--- src/rtl/ex_alu_unit.sv ---
// ex_alu_unit: execute-stage ALU.
// Opcodes 0-10 complete in a single cycle. MUL runs a 32-step shift-add and
// DIVU/REMU run 32-step restoring division, each followed by one DONE cycle
// that loads the output register. busy stalls the ID/EX register whenever
// the FSM is not IDLE. flush aborts any operation in flight.
module ex_alu_unit #(
    parameter int DATA_W = 32,
    parameter int REG_W  = 5,
    parameter int ALU_W  = 4
) (
    input  logic              clk,
    input  logic              rst,
    input  logic              in_valid,
    input  logic [ALU_W-1:0]  alu_type,
    input  logic [DATA_W-1:0] src1,
    input  logic [DATA_W-1:0] src2_imm,
    input  logic [REG_W-1:0]  rd_in,
    input  logic              write_tag_in,
    input  logic              flush,
    output logic              busy,
    output logic              out_valid,
    output logic [DATA_W-1:0] result,
    output logic [REG_W-1:0]  rd,
    output logic              write_alu_result_tag
);

    localparam int SH_W = $clog2(DATA_W);

    localparam logic [ALU_W-1:0] OP_NOP  = ALU_W'(4'd0);
    localparam logic [ALU_W-1:0] OP_ADD  = ALU_W'(4'd1);
    localparam logic [ALU_W-1:0] OP_SUB  = ALU_W'(4'd2);
    localparam logic [ALU_W-1:0] OP_AND  = ALU_W'(4'd3);
    localparam logic [ALU_W-1:0] OP_OR   = ALU_W'(4'd4);
    localparam logic [ALU_W-1:0] OP_XOR  = ALU_W'(4'd5);
    localparam logic [ALU_W-1:0] OP_SLL  = ALU_W'(4'd6);
    localparam logic [ALU_W-1:0] OP_SRL  = ALU_W'(4'd7);
    localparam logic [ALU_W-1:0] OP_SRA  = ALU_W'(4'd8);
    localparam logic [ALU_W-1:0] OP_SLT  = ALU_W'(4'd9);
    localparam logic [ALU_W-1:0] OP_SLTU = ALU_W'(4'd10);
    localparam logic [ALU_W-1:0] OP_MUL  = ALU_W'(4'd11);
    localparam logic [ALU_W-1:0] OP_DIVU = ALU_W'(4'd12);
    localparam logic [ALU_W-1:0] OP_REMU = ALU_W'(4'd13);

    // Last iteration index; the counter reaches it on the final iterative edge.
    localparam logic [5:0] CNT_LAST = 6'(DATA_W - 1);

    typedef enum logic [1:0] {
        ST_IDLE = 2'd0,
        ST_MUL  = 2'd1,
        ST_DIV  = 2'd2,
        ST_DONE = 2'd3
    } state_t;

    // Single-cycle operations; NOP and reserved codes give zero.
    function automatic logic [DATA_W-1:0] alu_simple(
        input logic [ALU_W-1:0]  op,
        input logic [DATA_W-1:0] a,
        input logic [DATA_W-1:0] b
    );
        logic [SH_W-1:0] sh;
        sh = b[SH_W-1:0];
        case (op)
            OP_ADD:  alu_simple = a + b;
            OP_SUB:  alu_simple = a - b;
            OP_AND:  alu_simple = a & b;
            OP_OR:   alu_simple = a | b;
            OP_XOR:  alu_simple = a ^ b;
            OP_SLL:  alu_simple = a << sh;
            OP_SRL:  alu_simple = a >> sh;
            OP_SRA:  alu_simple = $signed(a) >>> sh;
            OP_SLT:  alu_simple = ($signed(a) < $signed(b)) ? DATA_W'(1'b1) : {DATA_W{1'b0}};
            OP_SLTU: alu_simple = (a < b) ? DATA_W'(1'b1) : {DATA_W{1'b0}};
            default: alu_simple = {DATA_W{1'b0}};
        endcase
    endfunction

    // True for opcodes that are allowed to write the register file.
    function automatic logic writes_reg(input logic [ALU_W-1:0] op);
        writes_reg = (op >= OP_ADD) && (op <= OP_REMU);
    endfunction

    state_t              state_q, state_d;
    logic [5:0]          cnt_q, cnt_d;
    logic [ALU_W-1:0]    op_q, op_d;
    logic [REG_W-1:0]    rd_lat_q, rd_lat_d;
    logic                tag_lat_q, tag_lat_d;
    // opa: multiplicand (MUL) or divisor (DIV)
    // opb: multiplier (MUL) or dividend shifting into quotient (DIV)
    // acc: product (MUL) or partial remainder (DIV)
    logic [DATA_W-1:0]   opa_q, opa_d;
    logic [DATA_W-1:0]   opb_q, opb_d;
    logic [DATA_W-1:0]   acc_q, acc_d;
    logic                out_valid_q, out_valid_d;
    logic [DATA_W-1:0]   result_q, result_d;
    logic [REG_W-1:0]    rd_q, rd_d;
    logic                wtag_q, wtag_d;

    logic [DATA_W:0]     rem_shift_s;
    logic [DATA_W:0]     rem_diff_s;

    // Restoring-division trial: shift next dividend bit into the remainder, subtract divisor.
    assign rem_shift_s = {acc_q, opb_q[DATA_W-1]};
    assign rem_diff_s  = rem_shift_s - {1'b0, opa_q};

    // Next-state, datapath and output-register load logic.
    always_comb begin
        state_d     = state_q;
        cnt_d       = cnt_q;
        op_d        = op_q;
        rd_lat_d    = rd_lat_q;
        tag_lat_d   = tag_lat_q;
        opa_d       = opa_q;
        opb_d       = opb_q;
        acc_d       = acc_q;
        out_valid_d = 1'b0;
        result_d    = result_q;
        rd_d        = rd_q;
        wtag_d      = 1'b0;

        if (flush) begin
            state_d = ST_IDLE;
            cnt_d   = 6'd0;
        end else begin
            case (state_q)
                ST_IDLE: begin
                    if (in_valid) begin
                        op_d      = alu_type;
                        rd_lat_d  = rd_in;
                        tag_lat_d = write_tag_in;
                        cnt_d     = 6'd0;
                        case (alu_type)
                            OP_MUL: begin
                                opa_d   = src1;
                                opb_d   = src2_imm;
                                acc_d   = {DATA_W{1'b0}};
                                state_d = ST_MUL;
                            end
                            OP_DIVU, OP_REMU: begin
                                opa_d = src2_imm;
                                acc_d = {DATA_W{1'b0}};
                                if (src2_imm == {DATA_W{1'b0}}) begin
                                    // Divide by zero: quotient all-ones, remainder dividend.
                                    opb_d   = {DATA_W{1'b1}};
                                    acc_d   = src1;
                                    state_d = ST_DONE;
                                end else begin
                                    opb_d   = src1;
                                    state_d = ST_DIV;
                                end
                            end
                            default: begin
                                out_valid_d = 1'b1;
                                result_d    = alu_simple(alu_type, src1, src2_imm);
                                rd_d        = rd_in;
                                wtag_d      = write_tag_in & writes_reg(alu_type);
                            end
                        endcase
                    end else begin
                        state_d = ST_IDLE;
                    end
                end
                ST_MUL: begin
                    if (opb_q[0]) begin
                        acc_d = acc_q + opa_q;
                    end else begin
                        acc_d = acc_q;
                    end
                    opa_d = opa_q << 1;
                    opb_d = opb_q >> 1;
                    cnt_d = cnt_q + 6'd1;
                    if (cnt_q == CNT_LAST) begin
                        state_d = ST_DONE;
                    end else begin
                        state_d = ST_MUL;
                    end
                end
                ST_DIV: begin
                    if (!rem_diff_s[DATA_W]) begin
                        acc_d = rem_diff_s[DATA_W-1:0];
                        opb_d = {opb_q[DATA_W-2:0], 1'b1};
                    end else begin
                        acc_d = rem_shift_s[DATA_W-1:0];
                        opb_d = {opb_q[DATA_W-2:0], 1'b0};
                    end
                    cnt_d = cnt_q + 6'd1;
                    if (cnt_q == CNT_LAST) begin
                        state_d = ST_DONE;
                    end else begin
                        state_d = ST_DIV;
                    end
                end
                ST_DONE: begin
                    out_valid_d = 1'b1;
                    rd_d        = rd_lat_q;
                    wtag_d      = tag_lat_q;
                    if (op_q == OP_DIVU) begin
                        result_d = opb_q;
                    end else begin
                        result_d = acc_q;
                    end
                    cnt_d   = 6'd0;
                    state_d = ST_IDLE;
                end
                default: begin
                    state_d = ST_IDLE;
                    cnt_d   = 6'd0;
                end
            endcase
        end
    end

    // State, operand latches and output register; reset clears everything at once.
    always_ff @(posedge clk or posedge rst) begin
        if (rst) begin
            state_q     <= ST_IDLE;
            cnt_q       <= 6'd0;
            op_q        <= OP_NOP;
            rd_lat_q    <= {REG_W{1'b0}};
            tag_lat_q   <= 1'b0;
            opa_q       <= {DATA_W{1'b0}};
            opb_q       <= {DATA_W{1'b0}};
            acc_q       <= {DATA_W{1'b0}};
            out_valid_q <= 1'b0;
            result_q    <= {DATA_W{1'b0}};
            rd_q        <= {REG_W{1'b0}};
            wtag_q      <= 1'b0;
        end else begin
            state_q     <= state_d;
            cnt_q       <= cnt_d;
            op_q        <= op_d;
            rd_lat_q    <= rd_lat_d;
            tag_lat_q   <= tag_lat_d;
            opa_q       <= opa_d;
            opb_q       <= opb_d;
            acc_q       <= acc_d;
            out_valid_q <= out_valid_d;
            result_q    <= result_d;
            rd_q        <= rd_d;
            wtag_q      <= wtag_d;
        end
    end

    assign busy                 = (state_q != ST_IDLE);
    assign out_valid            = out_valid_q;
    assign result               = result_q;
    assign rd                   = rd_q;
    assign write_alu_result_tag = wtag_q;

endmodule

--- config.mk ---
export PLATFORM = sky130hd
export DESIGN_NAME = ex_alu_unit
export DESIGN_NICKNAME = d
export VERILOG_FILES = /design/src/rtl/ex_alu_unit.sv
export SDC_FILE = /design/constraint.sdc
export NUM_CORES = 1
export LEC_CHECK = 0
export BUFFER_PORTS_ARGS = -buffer_cell sky130_fd_sc_hd__buf_2
export CORE_UTILIZATION = 50
export CTS_BUF_LIST = sky130_fd_sc_hd__clkbuf_8 sky130_fd_sc_hd__clkbuf_16
export DETAILED_ROUTE_END_ITERATION = 8
export PLACE_DENSITY = 0.65
export REMOVE_ABC_BUFFERS = 1
export SLEW_MARGIN = 20
export SYNTH_ARGS = -nofsm -noshare
export SYNTH_HDL_FRONTEND = slang
export SYNTH_SLANG_ARGS = --single-unit
--- constraint.sdc ---
create_clock -name clk -period 5.5 [get_ports clk]
set_input_delay 0.825 -clock clk [delete_from_list [all_inputs] [get_ports clk]]
set_output_delay 0.825 -clock clk [all_outputs]
set_load 0.05 [all_outputs]
==> metrics.csv <==
metric,value,unit
antenna_cells,0,
totalWireLength,89.4,mm
gp_congestion,1.06,
boundaryPins,118,
stdcell_count,3264,
final_common_cell,a21oi_1,
initial_utilization,51.0,%
cts-root-buf,clkbuf_16,
dp_hpwl,66.6,mm
path_max_fanout,10,
die_w,204,um
worstSetupPathType,input pin to register,
synth_compound_area_share,33.6,%
power.switching,4560,uW
post_drt_via_cell_ratio,7.00,
synth_top_cell_by_area,dfrtp_1,
endpoint,result[0],
post-cts-setup-buffer-count,0,
grt_max_degree,76,
power_frac_clock,14.6,%
ys_seq_elements,153,
finalHoldViolations,0,
worst_slew_pin_slew,1.22,ns
synth_warnings,0,
finalMaxSlewViolations,0,
htreeDepth,4,
synth_edf_count,0,
maxCapViolCount,0,
synth_area_leaders,"dfrtp_1 (19%), ha_1 (10%), a21oi_1 (8.6%)",
clk_latency,0.51,ns
yosys.area_share.simple,18.1,%
peakVddDrop,505,uV
io_buffers,117,
numCtsBuffers,17,
critPathCaptureType,register,
p_int,4540,uW
switching_share,50.1,%
wl_per_cell,27.4,um
finalCriticalPeriod,4.59,ns
cts_tree,built,
clk_pin_slew,0.08,ns
synth-xor-area-share,2.58,%
r2r-end,acc_q[5],
die_y,204,um
required,5.91,ns
synth_fa_ha_area_share,10.7,%
antenna_found_initial,1,
grtUsageTotal,42.5,%
slew_headroom,17.9,%
hold_buffers,0,
synthesis.area,20300,sq um
min_path_type,input pin to asynchronous set/reset pin,
cts_resized,0,
most-common-layout-cells,"a21oi_1 (351), nand2_1 (311), nor2_1 (231), o21ai_0 (184), ha_1 (165)",
finalCritPeriodShare,83.5,%
drive_gt1_share,12.3,%
combPwrFrac,63.6,%
r2r-start,opb_q[31],
die_area,41500,sq um
async_reset_ff_share,100,%
fillers,3871,
critPathLaunchType,input pin,
synth_ff_type,dfrtp_1,
avgSynthCellArea,7.40,sq um
vias,22861,
detail-route-antenna-nets,0,
reg2reg_depth,14,
outcome,finished clean,
grt_pass1_wl,133,mm
coreArea,39900,sq um
dp_cells,3232,
final_core_util,54.9,%
first_global_vias,20961,
overflow,0,
fin_skew,0.0187,ns
fin_nets,2976,
grt_setup_unrepaired,false,
powerDensity,415,nW/um^2
drtIter0Drc,3042,
synth_cell_types,95,
leakage,0.00972,uW
fmax,218,MHz
row_count,73,
clk_path_buf_depth,2,
clkSinkCount,153,
synth_top_area_share,18.8,%
synthMuxAreaShare,9.34,%
crit_arrival,5.00,ns
synth_top_family_by_area,compound AO/OA/AOI/OAI gates,
drc_errors,0,
ys_seq_area_share,18.8,%
setup_violations,0,
synth_cells,2750,
reg2reg_slack,1.15,ns
power_frac_seq,21.8,%
startpoint,src1[3],
drt_pass1_iterations,6,
area_delta_synth_final,7.77,%
==> area by class of cell <==
type	instances	area (sq um)	area share (%)
repair buffers	169	998	4.55
inverters	150	568	2.59
multi-input cells	2235	15300	69.6
well taps	525	657	3.00
clock buffers	17	425	1.94
clock inverters	15	188	0.856
flip-flops and latches	153	3830	17.5
==> through the flow <==
step	hold slack, ns	setup TNS (ns)	power (uW)	setup slack (ns)	area [sq um]
2_1_floorplan	0.470	-43.09	5950	-1.63	19500
3_3_place_gp	0.461	0	7440	0.720	21300
3_5_place_dp	0.470	0	7590	0.659	21300
4_1_cts	0.414	0	8940	1.19	21900
5_1_grt	0.445	0	9640	0.893	21900
6_report	0.399	0	9100	0.909	21900
==> routing by layer <==
layer / wire length (um) / track usage, % / vias to the layer above
met2: 38000 / 63.0 / 1445
met4: 3860 / 17.9 / 2
met5: 11 / 0 / -
met1: 37500 / 59.2 / 11044
li1: - / - / 10136
met3: 9950 / 9.36 / 234
==> sequential cells by signal, indices dropped and copies added (netlist names), 4 cells and up <==
register  count
result       32
cnt_q         6
acc_q        32
rd            5
rd_lat_q      5
opb_q        32
op_q          4
opa_q        32
==> kinds of logic (layout without fill, tap and decap cells) <==
family	Yosys count	in the layout
xor+xnor	60	60
fa+ha+maj	172	172
mux	160	160
simple gates	805	805
buf+inv	362	351
flops	153	153
compound gates	1038	1038
==> critical path, cell delays in order <==
cell and delay (ns):
buf_2 0.28, inv_1 0.17, ha_1 0.45, nor3_1 0.18, o21ai_0 0.16, a21oi_1 0.38, o211ai_1 0.17, and4_1 0.23
o21ai_1 0.49, a21oi_1 0.15, o311ai_0 1.01, a21oi_1 0.21, a211o_1 0.28
==> how the worst min path moves through the flow <==
stage | from | end | slack (ns) | depth (start not counted)
final | rst | opa_q[27] | 0.40 | 2
after global routing | rst | opa_q[27] | 0.44 | 2
after CTS | rst | opa_q[27] | 0.41 | 2
after detailed placement | rd[1] | rd[1] | 0.47 | 2
after global placement | rd[1] | rd[1] | 0.46 | 2
after floorplan | op_q[3] | op_q[3] | 0.47 | 1
==> synth_stat cells (34+ instances only) <==
cell,count
a211oi_1,42
a21o_1,56
a21oi_1,351
a221oi_1,101
clkbuf_1,168
dfrtp_1,153
ha_1,168
inv_1,149
mux2_2,65
mux2i_1,74
nand2_1,312
nand3_1,34
nor2_1,232
nor3_1,42
o21ai_0,186
xnor2_1,42
==> power by group through the flow <==
stage                     Clock (uW)  Combinational [uW]  Sequential, uW
after detailed placement           0                5610            1980
after floorplan                    0                3950            2000
final                           1330                5790            1990
after global placement             0                5470            1970
after CTS                       1330                5650            1960
after global routing            1360                6250            2030
Note: power is estimated with default switching activity, not from simulation.
